**config.mk**
```make
export PLATFORM = sky130hd
export DESIGN_NAME = credit_accumulator
export DESIGN_NICKNAME = d
export VERILOG_FILES = /design/src/rtl/vending_pkg.sv /design/src/rtl/price_table.sv /design/src/rtl/credit_accumulator.sv
export SDC_FILE = /design/constraint.sdc
export NUM_CORES = 1
export LEC_CHECK = 0
export ABC_AREA = 1
export CAP_MARGIN = 10
export CORE_MARGIN = 5
export CORE_UTILIZATION = 49
export CTS_BUF_LIST = sky130_fd_sc_hd__clkbuf_4
export DETAILED_ROUTE_END_ITERATION = 10
export HOLD_SLACK_MARGIN = 0.12
export PLACE_DENSITY = 0.8
export SLEW_MARGIN = 20
export SYNTH_ARGS = -nofsm -noshare
export SYNTH_HDL_FRONTEND = slang
export SYNTH_SLANG_ARGS = --single-unit
```
**constraint.sdc**
```tcl
create_clock -name clk -period 2 [get_ports clk]
set_input_delay 0.4 -clock clk [delete_from_list [all_inputs] [get_ports clk]]
set_output_delay 0.4 -clock clk [all_outputs]
set_load 0.05 [all_outputs]
```
**src/rtl/vending_pkg.sv**
```systemverilog
// Shared types and constants for the vending credit path.
// State encoding, coin weights, credit width and the coin-sum helper.
package vending_pkg;

    localparam int CREDIT_W = 8;

    typedef enum logic [1:0] {
        IDLE     = 2'd0,
        DISPENSE = 2'd1,
        CHANGE   = 2'd2
    } state_t;

    localparam logic [CREDIT_W:0] COIN_W0 = 9'd1;
    localparam logic [CREDIT_W:0] COIN_W1 = 9'd2;
    localparam logic [CREDIT_W:0] COIN_W2 = 9'd5;
    localparam logic [CREDIT_W:0] COIN_W3 = 9'd10;

    // Weighted sum of all coins seen in one cycle (max 18).
    function automatic logic [CREDIT_W:0] coin_sum(input logic [3:0] c);
        logic [CREDIT_W:0] s;
        s = '0;
        if (c[0]) s = s + COIN_W0;
        if (c[1]) s = s + COIN_W1;
        if (c[2]) s = s + COIN_W2;
        if (c[3]) s = s + COIN_W3;
        return s;
    endfunction

endpackage

```
**src/rtl/price_table.sv**
```systemverilog
// Product price lookup, parameterised per product.
// Ports: product_id (2b) in, price (8b) out.
module price_table #(
    parameter int PRICE0 = 15,
    parameter int PRICE1 = 25,
    parameter int PRICE2 = 40,
    parameter int PRICE3 = 60
) (
    input  logic [1:0] product_id,
    output logic [7:0] price
);

    always_comb begin
        price = 8'(PRICE0);
        unique case (product_id)
            2'd0: price = 8'(PRICE0);
            2'd1: price = 8'(PRICE1);
            2'd2: price = 8'(PRICE2);
            2'd3: price = 8'(PRICE3);
        endcase
    end

endmodule

```
**src/rtl/credit_accumulator.sv**
```systemverilog
// Vending credit accumulator: coins in, purchase/refund via handshakes.
// Ports: coin/select/cancel pulses in; credit, dispense_*, change_*, status pulses out.
module credit_accumulator
    import vending_pkg::*;
#(
    parameter int PRICE0     = 15,
    parameter int PRICE1     = 25,
    parameter int PRICE2     = 40,
    parameter int PRICE3     = 60,
    parameter int MAX_CREDIT = 200
) (
    input  logic                clk,
    input  logic                rst_n,
    input  logic [3:0]          coin_pulse,
    input  logic                select_pulse,
    input  logic [1:0]          product_id,
    input  logic                cancel_pulse,
    input  logic                dispense_ready,
    input  logic                change_ready,
    output logic [CREDIT_W-1:0] credit,
    output logic                dispense_valid,
    output logic [1:0]          dispense_id,
    output logic                change_valid,
    output logic [CREDIT_W-1:0] change_amount,
    output logic                coin_reject,
    output logic                insufficient
);

    localparam logic [CREDIT_W:0] MAX9 = 9'(MAX_CREDIT);

    state_t              state_q, state_d;
    logic [CREDIT_W-1:0] credit_q, credit_d;
    logic [1:0]          id_q, id_d;
    logic                reject_q, reject_d;
    logic                insuff_q, insuff_d;

    logic [CREDIT_W-1:0] price;
    logic [CREDIT_W:0]   add9;
    logic [CREDIT_W:0]   sub9;
    logic                coin_any;

    price_table #(
        .PRICE0(PRICE0),
        .PRICE1(PRICE1),
        .PRICE2(PRICE2),
        .PRICE3(PRICE3)
    ) u_price (
        .product_id(product_id),
        .price     (price)
    );

    assign coin_any = |coin_pulse;
    assign add9     = {1'b0, credit_q} + coin_sum(coin_pulse);
    assign sub9     = {1'b0, credit_q} - {1'b0, price};

    always_ff @(posedge clk or negedge rst_n) begin
        if (!rst_n) begin
            state_q  <= IDLE;
            credit_q <= '0;
            id_q     <= '0;
            reject_q <= 1'b0;
            insuff_q <= 1'b0;
        end else begin
            state_q  <= state_d;
            credit_q <= credit_d;
            id_q     <= id_d;
            reject_q <= reject_d;
            insuff_q <= insuff_d;
        end
    end

    always_comb begin
        state_d  = state_q;
        credit_d = credit_q;
        id_d     = id_q;
        reject_d = 1'b0;
        insuff_d = 1'b0;
        unique case (state_q)
            IDLE: begin
                if (cancel_pulse) begin
                    // Coins arriving alongside a command are bounced.
                    reject_d = coin_any;
                    if (credit_q != '0) state_d = CHANGE;
                end else if (select_pulse) begin
                    reject_d = coin_any;
                    if ({1'b0, credit_q} >= {1'b0, price}) begin
                        credit_d = sub9[CREDIT_W-1:0];
                        id_d     = product_id;
                        state_d  = DISPENSE;
                    end else begin
                        insuff_d = 1'b1;
                    end
                end else if (coin_any) begin
                    if (add9 > MAX9) reject_d = 1'b1;
                    else credit_d = add9[CREDIT_W-1:0];
                end
            end
            DISPENSE: begin
                reject_d = coin_any;
                if (dispense_ready)
                    state_d = (credit_q != '0) ? CHANGE : IDLE;
            end
            CHANGE: begin
                reject_d = coin_any;
                if (change_ready) begin
                    credit_d = '0;
                    state_d  = IDLE;
                end
            end
            default: state_d = IDLE;
        endcase
    end

    always_comb begin
        credit         = credit_q;
        dispense_valid = (state_q == DISPENSE);
        dispense_id    = id_q;
        change_valid   = (state_q == CHANGE);
        change_amount  = (state_q == CHANGE) ? credit_q : '0;
        coin_reject    = reject_q;
        insufficient   = insuff_q;
    end

endmodule

```
**Word-level counts from Yosys, hierarchy flattened**

Index checks and enable logic that the tools add are counted.

- Register bits after elaboration: 14
- Input bits: 12
- Output and inout bits: 22
- Logic and storage cells: 66

- $add $sub $neg: 5
- Order comparisons: 2
- Equal/unequal tests: 14
- Muxes and demuxes: 30
- Bitwise logic cells: 1
- Reduce and logical (&&, ||, !) cells: 9

Operator list:

| kind | count |
|---|---|
| $mux W8 | 7 |
| $pmux W8 S4 | 1 |
| $mux W9 | 3 |
| $ne A3 B3 Y1 const B | 6 |
| $pmux W8 S2 | 1 |
| $mux W2 | 7 |
| $add A8 B9 Y9 | 1 |
| $add A9 B2 Y9 const B | 1 |
| $add A9 B3 Y9 const B | 1 |
| $add A9 B4 Y9 const B | 1 |
| $gt A9 B8 Y1 const B | 1 |
| $mux W1 | 9 |
| $ge A8 B8 Y1 | 1 |
| $reduce_bool A8 Y1 | 1 |
| $sub A8 B8 Y8 | 1 |
| $eq A2 B2 Y1 const B | 3 |
| $ne A2 B2 Y1 const B | 3 |
| $pmux W2 S3 | 1 |
| $reduce_and A6 Y1 | 1 |
| $reduce_and A5 Y1 | 1 |
| $eq A2 B1 Y1 const B | 2 |
| $logic_not A2 Y1 | 2 |
| $reduce_and A4 Y1 | 1 |
| $reduce_or A4 Y1 | 1 |
| 4 further kinds | 4 |

**Longest topological paths before layout**

Gate-level depths: netlist of run 1.

- Depth after elaboration: 14
- Depth in mapped cells: 21
- Depth with buffers taken out: 21

**Cells and area by module**

From an unflattened synthesis of run 1, not the netlist that was laid out.

- Cells, all modules: 286
- Area total of the unflattened synthesis: 1896.8 um^2

By module, submodules not included:

| module | times used | cells an instance | area an instance (um^2) | sequential area each (um^2) |
|---|---|---|---|---|
| credit_accumulator | 1 | 269 | 1773.0 | 350.3 |
| price_table | 1 | 17 | 123.9 | 0.0 |

**Worst setup path before layout of run 1**

OpenSTA, ideal clock, no wires.

- Kind: input-to-reg
- Start: input coin_pulse[0]
- End: register credit_q[1], in the netlist credit[1]
- Library setup time: 0.121 ns
- Arrival time: 2.579 ns
- Data required time: 1.879 ns
- Path slack: -0.700 ns
- Stages on the path: 19
- Buffers on the path: 0
- Cells stage by stage: inv_1 ha_1 nand2_1 o21ai_0 ha_1 nor2_1 xnor2_1 ha_1 inv_1 nand2_1 nand2_1 xor2_1 nand3_2 nand2_2 nand3_2 nand2_4 nand2_4 nand2_1 nand2_1

- Word-level cells in the longest chain between the ends: 13
- Elaborated cells on any way between the ends: 18
- Those cells by class: 4 x add/sub; 1 x order compare; 2 x eq/ne; 9 x mux; 2 x reduce/logical

RTL lines:

| what | RTL line | source |
|---|---|---|
| from (decl) | credit_accumulator.sv:14 | `input logic [3:0] coin_pulse,` |
| branches (longest 13 deep; another with $add A9 B2 Y9) | n/a |  |
| to (signal assigned) | credit_accumulator.sv:65 | `credit_q <= credit_d;` |
| to (decl) | credit_accumulator.sv:32 | `logic [CREDIT_W-1:0] credit_q, credit_d;` |

Several ways; the timed one is not identified. The select of a mux whose other input is x is not followed.
A chain may end at the register's enable or synchronous reset.

**Final worst setup path of run 1**

- Start: input coin_pulse[1]
- End: register credit_q[4], in the netlist credit[4]

- Word-level cells in the longest chain between the ends: 11
- Elaborated cells on any way between the ends: 16
- Those cells by class: 3 x add/sub; 1 x order compare; 2 x eq/ne; 8 x mux; 2 x reduce/logical

RTL lines:

| what |
|---|
| branches (longest 11 deep; another with $add A9 B3 Y9) |

Several ways; the timed one is not identified. The select of a mux whose other input is x is not followed.

==> reports/metrics.cfg, run 1 <==
[logic_synthesis]
syn_avg_cell_area_um2=6.59
syn_inst=259
synth_most_common_cell=nand2_1
ys_seq_elements=14
synth_commonest_cells=nand2_1, inv_1, nand3_1
yosysUniqueCellTypes=32
ys_async_sr_fraction_pct=100
synth_area_leaders=dfrtp_1, nand2_1, ha_1
synthFlopType=dfrtp_1
synth_area_mm2=0.00171
ys_warn_count=0
yosysTopAreaCell=dfrtp_1
synth_top_area_share_pct=20.5
synth_edf_count=0
synth_seq_area_share_pct=20.5
synth_fp_nets=294

[cts]
cts_buffers=3
cts_tree=done
cts_sinks=14
cts_max_path_buffers=2
cts-root-buf=clkbuf_4
clkTransAtPathRegs_ps=70
cts_max_level=1
cts_hold_buf=0
clk_latency_ps=280

[drt]
dr.pass1.iters=5
vias_per_cell=5.90
drt_iter0_markers=225
vias=2390
antenna_violating_nets_post_route=0
drt-wirelength-per-cell_um=19.6
routed_wl_um=7930
drc=0

[placement]
post_dp_cell_area_mm2=0.00256
dpl.hpwl_um=4100
place.gp.congestion=0.942
dp_slack_ps=-1400
io_buffers=33

[layout]
area_delta_synth_final_pct=79.3
layout-drive-gt1-share_pct=49.3
antenna_cells=0
nets=396
stdcell_area_mm2=0.00306

[pwr]
p_per_area_mw_per_mm2=1640
leakage_uw=0.00159
irDropWorstVdd_uv=1010

[timing]
max-slew-margin-rel_pct=52.8
timing.final.crit_period_ps=2730
whs_ps=493
clock.fmax_ghz=0.366
finalCritPeriodShare_pct=136
rsz0062_at_grt=yes
fin_ws_ps=-729
final_hold_viol_count=0
tns_ps=-6670
setup_viol=14
final_max_slew_viol_count=0
finClkSkew_ps=8.09
worst_pin_slew_ps=701

[outcome]
outcome=finished with violations
violations=negative setup slack

[floorplanning]
initial_core_util_pct=50.8
die_y_um=69.0
rows=21
die_width_um=69.0
ios=34
coreArea_mm2=0.00336
dieArea_mm2=0.00477

[critical_path]
slowest_delay_ps=350
worstPathMaxFanout=8
startpoint_type=input pin
path_delay_family=simple AND/OR/NAND/NOR gates
crit_required_ps=2160
path_cells=buf_12, inv_12, ha_4, nand2_4, o21ai_4, ha_4, nor2_4, xnor2_2, ha_1, nand2_2, nor2_1, nand2_1, nand2_1, nand2_1, nand2_2, nor2_2, nand2_2, nand3_2, nand2_4, nand2_8, nand2_1, nand2_1
crit_top_cell=nand2_1
cp.arrival_ps=2890
critPathCaptureType=flop
cpMaxStageDelayCell=ha_1
critical_path_class=input pin to flop
cp_num_buf_inv=2

[global_route]
grt_usage_pct=25.3
grt_pass1_wl_um=9960
grt_max_degree=16
antenna_found_initial=0
grt_overflow_total=0
first_global_vias=2208

[run]
max-cap-violations=0

[min_path]
min_path_type=flop to flop

==> tightest hold or removal path: stages, from the launching register on <==
cell     delay [ps]
dfrtp_1         340
nand2_1          50
o21ai_1          60
==> layout make-up <==
class	instances	area (µm²)
multi-input combinational	202	1520
timing repair buffer	100	942
inverter	40	173
clock buffer	3	22.5
tap	46	57.6
fill	140	302
sequential	14	350
==> state kept, by name, indices dropped and copies added, names as in the netlist <==
signal        flops
dispense_id       2
state_q           2
coin_reject       1
credit            8
insufficient      1
==> power by group <==
part	total (µW)	switching [µW]	internal [µW]	leakage, µW
clock	156	86.3	69.8	0.0000138
sequential	572	163	408	0.000177
combinational	4280	2490	1790	0.00140
==> layout by cell type, fill, tap and decap left out, types with 7 or more instances in the layout <==
master and count:
buf_6 7, nand2_4 9, nand2_2 21, inv_1 26
dfrtp_1 14, nand3_2 7, clkdlybuf4s50_1 9, buf_12 11
nand2_1 51, a21oi_1 8, ha_4 7, ha_1 12
nand3_1 20, nor2_1 19, inv_2 8, buf_4 71
==> routing by layer <==
metal | vias up | GRT usage (%) | wire length [µm]
met5 | - | 0 | 0
li1 | 1037 | - | -
met1 | 1085 | 29.0 | 2680
met2 | 192 | 45.1 | 3920
met4 | 0 | 10.8 | 614
met3 | 76 | 4.94 | 711
==> through the flow <==
| step | power [µW] | std cells | util [%] |
|---|---|---|---|
| after floorplan | 2520 | 259 | - |
| after global placement | 3670 | 378 | 76.0 |
| after detailed placement | 3730 | 378 | 76.0 |
| after CTS | 4360 | 398 | 85.4 |
| after global routing | 5240 | 405 | 91.0 |
| final | 5010 | 405 | 91.0 |
==> worst paths after layout <==
| kind | startpoint | endpoint | slack (ps) | cells past startpoint |
|---|---|---|---|---|
| worst max-delay path | coin_pulse[1] | credit[4] | -730 | 22 |
| worst min-delay path | dispense_id[0] | dispense_id[0] | 490 | 2 |
| worst max register to register | credit[0] | credit[4] | -440 | 13 |
| worst min register to register | dispense_id[0] | dispense_id[0] | 490 | 2 |
| max in group asynchronous | rst_n | credit[1] | 1070 | 1 |
| min in group asynchronous | rst_n | state_q[0] | 510 | 1 |
==> kinds of logic (layout without fill, tap and decap cells) <==
family                   after synthesis  in the layout  synth area share (%)
AO/OA/AOI/OAI                         28             28                  10.1
AND/OR/NAND/NOR                      145            145                  38.9
XOR/XNOR                               6              6                  3.08
flip-flops                            14             14                  20.5
adder cells (fa/ha/maj)               23             23                  17.7
buffers and inverters                 43            143                  9.67
==> timing repair <==
action                     4_1_cts  5_1_grt
resized for setup               65       38
pin swaps                       38       34
setup buffers                   17        9
setup endpoints to repair       15       14
No activity file was read; power rests on OpenSTA's default activity.
==> run 2, diff against run 1 <==
- CTS_CLUSTER_DIAMETER: not set -> 120
==> results of run 2 <==
Same layout as run 1: the final DEF is identical, and so are final timing and power.
==> run 3, diff against run 2 <==
--- a/config.mk
+++ b/config.mk
@@ -8,3 +8,3 @@
 export ABC_AREA = 1
-export CAP_MARGIN = 10
+export CAP_MARGIN = 20
 export CORE_MARGIN = 5
--- a/constraint.sdc
+++ b/constraint.sdc
@@ -3,2 +3,2 @@
 set_output_delay 0.4 -clock clk [all_outputs]
-set_load 0.05 [all_outputs]
+set_load 0.1 [all_outputs]
==> run 3 against run 2 <==
Effect of this change: the run still ends with negative setup slack left; fmax down 5.0%; power increased by 21%; global-route usage up 0.99 points; via count grew 11%; sequential cell count stayed put; largest power group unchanged.
==> reports/metrics.cfg, run 3 (synthesized netlist as in run 1, its figures left out) <==
[outcome]
outcome=finished with violations
violations=negative setup slack

[layout]
layout-drive-gt1-share_pct=52.4  ; +3.1 points
final_common_cell=buf_4
antenna_cells=0  ; unchanged
area_delta_synth_final_pct=83.4
nets=389  ; -1.8%
nFillCells=115  ; -18%
stdcell_count=399  ; -1.5%
largest_reg_flops=8  ; unchanged
final_cell_mix=buf_4, nand2_1, nand2_2

[timing]
clock.fmax_ghz=0.348  ; -5.0%
max-slew-margin-rel_pct=52.6  ; -0.28 points
rsz0062_at_grt=yes
tns_ps=-8380  ; -1710 ps
finalCritPeriodShare_pct=144  ; +7.2 points
worst_pin_slew_ps=705  ; +4.20 ps
final_hold_viol_count=0  ; unchanged
final_max_slew_viol_count=0  ; unchanged
setup_viol=14  ; unchanged
finClkSkew_ps=17.8  ; +9.68 ps
fin_ws_ps=-873  ; -144 ps
timing.final.crit_period_ps=2870  ; +144 ps

[critical_path]
worstPathMaxFanout=6  ; -2
crit_required_ps=2210  ; +50 ps
cp.arrival_ps=3090  ; +200 ps
critical_path_class=input pin to flop
critPathCaptureType=flop
startpoint_type=input pin

[floorplanning]
die_y_um=69.0  ; unchanged
die_width_um=69.0  ; unchanged
rows=21  ; unchanged
initial_core_util_pct=50.8  ; unchanged
ios=34  ; unchanged
coreArea_mm2=0.00336  ; unchanged
dieArea_mm2=0.00477  ; unchanged

[global_route]
grt_pass1_wl_um=10200  ; +2.4%
grt_max_degree=16  ; unchanged
antenna_found_initial=0  ; unchanged
first_global_vias=2249  ; +1.9%
grt_usage_pct=26.3  ; +0.99 points
grt_overflow_total=0  ; unchanged

[cts]
cts-root-buf=clkbuf_4
cts_tree=done
cts_hold_buf=0  ; unchanged
cts_max_level=1  ; unchanged
cts_max_path_buffers=2  ; unchanged
cts_sinks=14  ; unchanged
cts_buffers=3  ; unchanged
clkTransAtPathRegs_ps=120  ; +50 ps
clk_latency_ps=320  ; +40 ps

[drt]
drc=0  ; unchanged
drt_iter0_markers=444  ; +97%
dr.pass1.iters=8  ; +3
vias_per_cell=6.64  ; +13%
drt-wirelength-per-cell_um=23.7  ; +21%
vias=2651  ; +11%
antenna_violating_nets_post_route=0  ; unchanged
routed_wl_um=9470  ; +19%

[pwr]
leakage_uw=0.00150  ; -5.6%
p_per_area_mw_per_mm2=1940  ; +19%
p_total_uw=6090  ; +21%
irDropWorstVdd_uv=1530  ; +51%

[placement]
io_buffers=33  ; unchanged
dpl.hpwl_um=4390  ; +7.3%
dp_slack_ps=-1390  ; +9.89 ps
dp_cells=382  ; +1.1%
place.gp.congestion=0.959  ; +1.8%

[run]
max-cap-violations=0  ; unchanged

[min_path]
min_path_type=input pin to async pin

## run 3: cell types whose count changed in the layout (fill, tap and decap cells not counted), sizes merged
cell,change
buf,-2
clkbuf,+1
clkdlybuf4s15,-1
clkdlybuf4s50,-4
clkinvlp,+7
inv,-7
## run 3: power breakdown
group / leakage [µW] / internal, µW / switching [µW]
Combinational: 0.00132 / 1920 / 3350
Sequential: 0.000169 / 423 / 180
Clock: 0.0000184 / 91.6 / 125
## run 3: final timing paths
| path | from | end | slack, ps | cells past startpoint |
|---|---|---|---|---|
| setup / recovery | coin_pulse[0] | credit[3] | -870 | 20 |
| hold / removal | rst_n | credit[1] | 460 | 1 |
| setup reg to reg | credit[0] | credit[3] | -840 | 15 |
| hold reg to reg | dispense_id[0] | dispense_id[0] | 510 | 2 |
| max in group asynchronous | rst_n | credit[4] | 1070 | 1 |
| min in group clk | product_id[1] | dispense_id[1] | 480 | 4 |
## run 3: final cells by class
cell class | count | area (µm²) | area share (%)
inverters | 40 | 211 | 6.75
clock buffers | 4 | 30.0 | 0.959
well taps | 46 | 57.6 | 1.84
flip-flops and latches | 14 | 360 | 11.5
multi-input cells | 202 | 1490 | 47.7
repair buffers | 93 | 980 | 31.3
## run 3: critical path: stages
cell	delay, ps
buf_6	100
inv_4	60
ha_4	200
nand2_4	80
o21ai_4	70
xor2_2	170
fa_1	480
nand2_2	110
nand2_2	90
nand3b_4	120
nand2_1	140
nand2_2	130
nand2_2	100
nor2_4	180
nand2_2	90
nand3_2	90
nand2_4	110
buf_12	170
nand3_2	90
nand2_1	80
## run 3: per-layer routing
| layer | routed length (µm) | GRT usage [%] |
|---|---|---|
| met2 | 4120 | 44.8 |
| met3 | 1300 | 6.69 |
| met1 | 3090 | 29.2 |
| met4 | 961 | 15.6 |
| met5 | 0 | 0 |
## run 3: through the flow
stage	hold slack, ps	utilization (%)	area, µm²
3_5_place_dp	508	83.6	2810
6_report	463	93.1	3130
3_3_place_gp	487	83.6	2810
4_1_cts	481	87.5	2940
2_1_floorplan	104	-	1910
5_1_grt	479	93.1	3130
## run 3: repair_timing
action	in CTS	in global routing
pin swaps	24	24
setup endpoints to repair	14	19
gates resized for setup	46	32
buffers inserted	6	7
